## src/rtl/beat_interval_meter_pkg.sv

```systemverilog
// Shared types and defaults for the beat interval meter.
package beat_interval_meter_pkg;

  // Default counter width, matching the countdown timer load width.
  localparam int unsigned BIM_WIDTH = 9;

  typedef enum logic {
    IDLE    = 1'b0,
    MEASURE = 1'b1
  } bim_state_e;

endpackage : beat_interval_meter_pkg

```

## src/rtl/beat_interval_meter_if.sv

```systemverilog
// Beat strobe, event input and measurement results of the beat interval meter.
interface beat_interval_meter_if
  import beat_interval_meter_pkg::*;
#(
  parameter int unsigned WIDTH = BIM_WIDTH
) ();

  logic             count_en;
  logic             event_in;
  logic [WIDTH-1:0] interval;
  logic             interval_valid;
  logic             timeout;
  logic             busy;

  modport master (
    output count_en,
    output event_in,
    input  interval,
    input  interval_valid,
    input  timeout,
    input  busy
  );

  modport slave (
    input  count_en,
    input  event_in,
    output interval,
    output interval_valid,
    output timeout,
    output busy
  );

endinterface : beat_interval_meter_if

```

## src/rtl/beat_interval_meter_rise_detect.sv

```systemverilog
// Turns a synchronous event level into a one-cycle rising-edge indication.
module beat_interval_meter_rise_detect (
  input  logic clk,
  input  logic reset,
  input  logic event_i,
  output logic rise_c_o
);

  logic event_q;

  // Previous-cycle copy of the event level.
  always_ff @(posedge clk) begin
    if (reset) begin
      event_q <= 1'b0;
    end else begin
      event_q <= event_i;
    end
  end

  assign rise_c_o = event_i & ~event_q;

endmodule : beat_interval_meter_rise_detect

```

## src/rtl/beat_interval_meter.sv

```systemverilog
// Counts beat32 beats between successive accepted rising edges of an event.
module beat_interval_meter
  import beat_interval_meter_pkg::*;
#(
  parameter int unsigned WIDTH        = BIM_WIDTH,
  parameter int unsigned MIN_INTERVAL = 2,
  parameter int unsigned TIMEOUT      = 511
) (
  input  logic                  clk,
  input  logic                  reset,
  beat_interval_meter_if.slave  bus
);

  bim_state_e       state_q, state_d;
  logic [WIDTH-1:0] count_q, count_d;
  logic [WIDTH-1:0] interval_q, interval_d;
  logic             valid_q, valid_d;
  logic             timeout_q, timeout_d;
  logic             rise_c;
  logic             accept_c;
  logic             last_beat_c;

  beat_interval_meter_rise_detect u_rise_detect (
    .clk      (clk),
    .reset    (reset),
    .event_i  (bus.event_in),
    .rise_c_o (rise_c)
  );

  // A rise is only an interval end once the pre-increment count reaches the glitch floor.
  assign accept_c    = rise_c && (count_q >= WIDTH'(MIN_INTERVAL));
  assign last_beat_c = (count_q + WIDTH'(1)) == WIDTH'(TIMEOUT);

  // Next-state, count and pulse logic; an accepted rise takes priority over the beat.
  always_comb begin
    state_d    = state_q;
    count_d    = count_q;
    interval_d = interval_q;
    valid_d    = 1'b0;
    timeout_d  = 1'b0;
    case (state_q)
      IDLE: begin
        if (rise_c) begin
          state_d = MEASURE;
          count_d = '0;
        end
      end
      MEASURE: begin
        if (accept_c) begin
          interval_d = count_q;
          valid_d    = 1'b1;
          count_d    = '0;
        end else if (bus.count_en) begin
          if (last_beat_c) begin
            state_d   = IDLE;
            count_d   = '0;
            timeout_d = 1'b1;
          end else begin
            count_d = count_q + WIDTH'(1);
          end
        end
      end
      default: begin
        state_d = IDLE;
        count_d = '0;
      end
    endcase
  end

  // State, count and output registers with synchronous reset.
  always_ff @(posedge clk) begin
    if (reset) begin
      state_q    <= IDLE;
      count_q    <= '0;
      interval_q <= '0;
      valid_q    <= 1'b0;
      timeout_q  <= 1'b0;
    end else begin
      state_q    <= state_d;
      count_q    <= count_d;
      interval_q <= interval_d;
      valid_q    <= valid_d;
      timeout_q  <= timeout_d;
    end
  end

  assign bus.interval       = interval_q;
  assign bus.interval_valid = valid_q;
  assign bus.timeout        = timeout_q;
  assign bus.busy           = (state_q == MEASURE);

endmodule : beat_interval_meter
```

## src/flat_wrapper.sv

```systemverilog
// flat-port wrapper written by rule: the top's interface ports become plain ports
module beat_interval_meter_flat import beat_interval_meter_pkg::*;
#(
  parameter int unsigned WIDTH        = BIM_WIDTH,
  parameter int unsigned MIN_INTERVAL = 2,
  parameter int unsigned TIMEOUT      = 511
)
  (clk, reset, bus_count_en, bus_event_in, bus_interval, bus_interval_valid, bus_timeout, bus_busy);
  beat_interval_meter_if #(.WIDTH(WIDTH)) bus_i ();
  input  logic clk;
  input  logic reset;
  input wire logic [$bits(bus_i.count_en)-1:0] bus_count_en;
  input wire logic [$bits(bus_i.event_in)-1:0] bus_event_in;
  output wire logic [$bits(bus_i.interval)-1:0] bus_interval;
  output wire logic [$bits(bus_i.interval_valid)-1:0] bus_interval_valid;
  output wire logic [$bits(bus_i.timeout)-1:0] bus_timeout;
  output wire logic [$bits(bus_i.busy)-1:0] bus_busy;
  assign bus_i.count_en = bus_count_en;
  assign bus_i.event_in = bus_event_in;
  assign bus_interval = bus_i.interval;
  assign bus_interval_valid = bus_i.interval_valid;
  assign bus_timeout = bus_i.timeout;
  assign bus_busy = bus_i.busy;
  beat_interval_meter #(.WIDTH(WIDTH), .MIN_INTERVAL(MIN_INTERVAL), .TIMEOUT(TIMEOUT)) u_core (.clk(clk), .reset(reset), .bus(bus_i));
endmodule
```

## config.mk

```make
export PLATFORM = sky130hd
export DESIGN_NAME = beat_interval_meter_flat
export DESIGN_NICKNAME = d
export VERILOG_FILES = /design/src/rtl/beat_interval_meter_pkg.sv /design/src/rtl/beat_interval_meter_if.sv /design/src/rtl/beat_interval_meter_rise_detect.sv /design/src/rtl/beat_interval_meter.sv /design/src/flat_wrapper.sv
export SDC_FILE = /design/constraint.sdc
export NUM_CORES = 1
export LEC_CHECK = 0
export CAP_MARGIN = 20
export CORE_ASPECT_RATIO = 1.25
export CORE_MARGIN = 5
export CORE_UTILIZATION = 52
export DETAILED_ROUTE_END_ITERATION = 10
export GPL_ROUTABILITY_DRIVEN = 0
export PLACE_DENSITY = 0.77
export SYNTH_ARGS = -nofsm -noshare
export SYNTH_HDL_FRONTEND = slang
export SYNTH_SLANG_ARGS = --single-unit
```

## constraint.sdc

```tcl
create_clock -name clk -period 2.97 [get_ports clk]
set_clock_uncertainty 0.15 [all_clocks]
set_input_delay 0.594 -clock clk [delete_from_list [all_inputs] [get_ports clk]]
set_output_delay 0.594 -clock clk [all_outputs]
set_load 0.05 [all_outputs]
```

==> impl_metrics.json <==
{
  "worstSetupStartpointType": "flip-flop",
  "cp_max_fo": 13,
  "async_flop_share": 0,
  "clock_sinks": 22,
  "io_buffers": 15,
  "syn_nets": 134,
  "num_vias": 939,
  "die_w_um": 51.6,
  "synth_cells": 127,
  "tns_ps": 0,
  "rows": 18,
  "synth_top_area_frac": 0.392,
  "cts.repair.resized": 0,
  "synth_sequential_area_ratio": 0.392,
  "slew_viol_final": 0,
  "gr-usage-all-layers": 0.181,
  "drc": 0,
  "insertion_delay_ps": 320,
  "yosysWarnings": 0,
  "synth_ff_type": "dfxtp_1",
  "drive_above_1_share": 0.0857,
  "grt_pass1_wl_mm": 4.28,
  "firstDrtPassIters": 4,
  "antenna_left": 0,
  "critical_path.slowest_cell": "a2111o_1",
  "synth_cell_types": 38,
  "grt_overflow": 0,
  "stdcell_count": 160,
  "grt_start_max_net_pins": 24,
  "period_share": 0.833,
  "ys_ff_latch": 22,
  "synth_largest_area_cell": "dfxtp_1",
  "rsz0062_at_grt": "false",
  "path_cells": "ha_1 -> nand3_4 -> or3_1 -> a2111o_1 -> o2111ai_1 -> a31oi_1",
  "dp.cells": 156,
  "fin_area_um2": 1290,
  "vias_per_cell": 5.87,
  "p_per_area_nw_per_um2": 366,
  "worstPathRequired_ps": 3040,
  "dieArea_um2": 3190,
  "syn_area_um2": 1120,
  "power_leakage_uw": 0.000404,
  "final_nets": 149,
  "path_class": "reg -> reg",
  "clockBufferDepth": 2,
  "syn_area_per_cell_um2": 8.84,
  "areaGrowthSynthToFinish_pct": 15.2,
  "htree_levels": 1,
  "wl_per_cell_um": 14.9,
  "core-area_um2": 2030,
  "grt_pass1_vias": 948,
  "cts_setup_buffers": 0,
  "clk_pin_slew_ps": 120,
  "worstSetupEndpointType": "flip-flop",
  "io_pins": 16,
  "ir_drop_mv": 0.312,
  "yosys-top-cells-area": "dfxtp_1 39%, mux2i_1 8.0%, nor2_1 4.7%, nand2_1 4.3%, a21oi_1 3.6%",
  "clock.fmax_mhz": 404,
  "initial_core_util": 0.554,
  "drt_wl_total_mm": 2.38,
  "setup_violations": 0,
  "outcome": "finished, final reports clean",
  "tritoncts": "built",
  "period_minus_slack_ps": 2470,
  "arrival_ps": 2540,
  "die_y_um": 61.9,
  "cpPeakStageDelay_ps": 630,
  "placed_cell_area_um2": 1260,
  "finalHoldViolations": 0,
  "numCtsBuffers": 3,
  "synth-edff-count": 0,
  "slew_headroom": 0.497,
  "cts_root_buffer": "clkbuf_4",
  "drt_first_iter_violations": 20,
  "whs_ps": 357,
  "tightest_slew_ps": 754,
  "antenna_cells": 0,
  "antenna_found_initial": 0,
  "fin_util": 0.638,
  "cts_hold_buf": 0,
  "hold_path_class": "reg -> reg",
  "dp_hpwl_mm": 1.64,
  "drv_cap": 0
}
-- cell usage in the layout (no fill, tap or decap), drive strengths merged, types with 2 or more instances in the layout --
| cell type | instances |
|---|---|
| nor2 | 14 |
| inv | 4 |
| ha | 3 |
| o211ai | 3 |
| nor4 | 3 |
| a21oi | 8 |
| and2 | 2 |
| dfxtp | 22 |
| xnor2 | 2 |
| a31oi | 2 |
| clkbuf | 3 |
| nand2 | 14 |
| nor3 | 5 |
| o2111ai | 3 |
| nand3 | 4 |
| mux2i | 9 |
| nand4 | 2 |
| o221ai | 3 |
| o21ai | 2 |
| nor2b | 3 |
| buf | 4 |
| clkdlybuf4s50 | 15 |
-- power by group --
group | leakage, uW | internal [uW] | total, uW | switching (uW)
clock | 0.0000138 | 47.7 | 139 | 91.8
combinational | 0.000213 | 11.4 | 33.4 | 22.0
sequential | 0.000178 | 298 | 301 | 2.87
-- metal layers --
layer,share of wire,vias up,GRT usage
met3,0.039,7,0.0334
met5,0,-,0
met1,0.46,433,0.228
met2,0.48,18,0.293
met4,0.027,0,0.101
li1,-,481,-
-- area by class of cell --
class | count | area, um^2
clock buffers | 3 | 22.5
fillers | 185 | 734
inverters | 4 | 15.0
multi-input cells | 92 | 609
flip-flops and latches | 22 | 440
well taps | 20 | 25.0
repair buffers | 19 | 180
-- state kept, by name, indices dropped and copies added (netlist names) --
signal	flops
u_core.count_q	9
u_core.bus.interval_valid	1
u_core.bus.busy	1
u_core.bus.timeout	1
u_core.u_rise_detect.event_q	1
u_core.bus.interval	9
-- synth_stat cells (3+ instances only) --
| master | number |
|---|---|
| ha_1 | 3 |
| mux2i_1 | 9 |
| a21oi_1 | 8 |
| nor3_1 | 5 |
| nand2_1 | 13 |
| nand3_1 | 3 |
| inv_1 | 4 |
| nor2b_1 | 3 |
| clkbuf_1 | 3 |
| nor2_1 | 14 |
| dfxtp_1 | 22 |
| buf_4 | 4 |
| o211ai_1 | 3 |
| o221ai_1 | 3 |
-- worst max-delay path: cells and delay by family, from the launching register on --
kind                       cells  cell delay [ps]
AOI/OAI and AO/OA              3             1040
and+or+nand+nor                2              450
DFF                            1              430
adders and majority gates      1              300
-- stage by stage --
stage	setup WS [ps]	total power [uW]
floorplan	714	327
global placement	469	340
detailed placement	431	340
CTS	494	477
global route	293	494
finish	496	473
-- cell families (layout without fill, tap and decap cells) --
logic type | count (synthesis) | in the layout | synth area share
fa+ha+maj | 3 | 3 | 0.0334
mux | 9 | 9 | 0.0803
buf+inv | 13 | 26 | 0.0647
xor+xnor | 3 | 3 | 0.0234
flops | 22 | 22 | 0.392
compound gates | 26 | 26 | 0.167
simple gates | 51 | 51 | 0.239
-- worst paths after layout --
path	from	cells after the start	to	slack (ps)
max	u_core.count_q[0]	6	u_core.count_q[2]	500
min	u_core.bus.interval[5]	2	u_core.bus.interval[5]	360
max reg2reg	u_core.count_q[0]	6	u_core.count_q[2]	500
min reg2reg	u_core.bus.interval[5]	2	u_core.bus.interval[5]	360
Power figures use the tool's default switching activity.
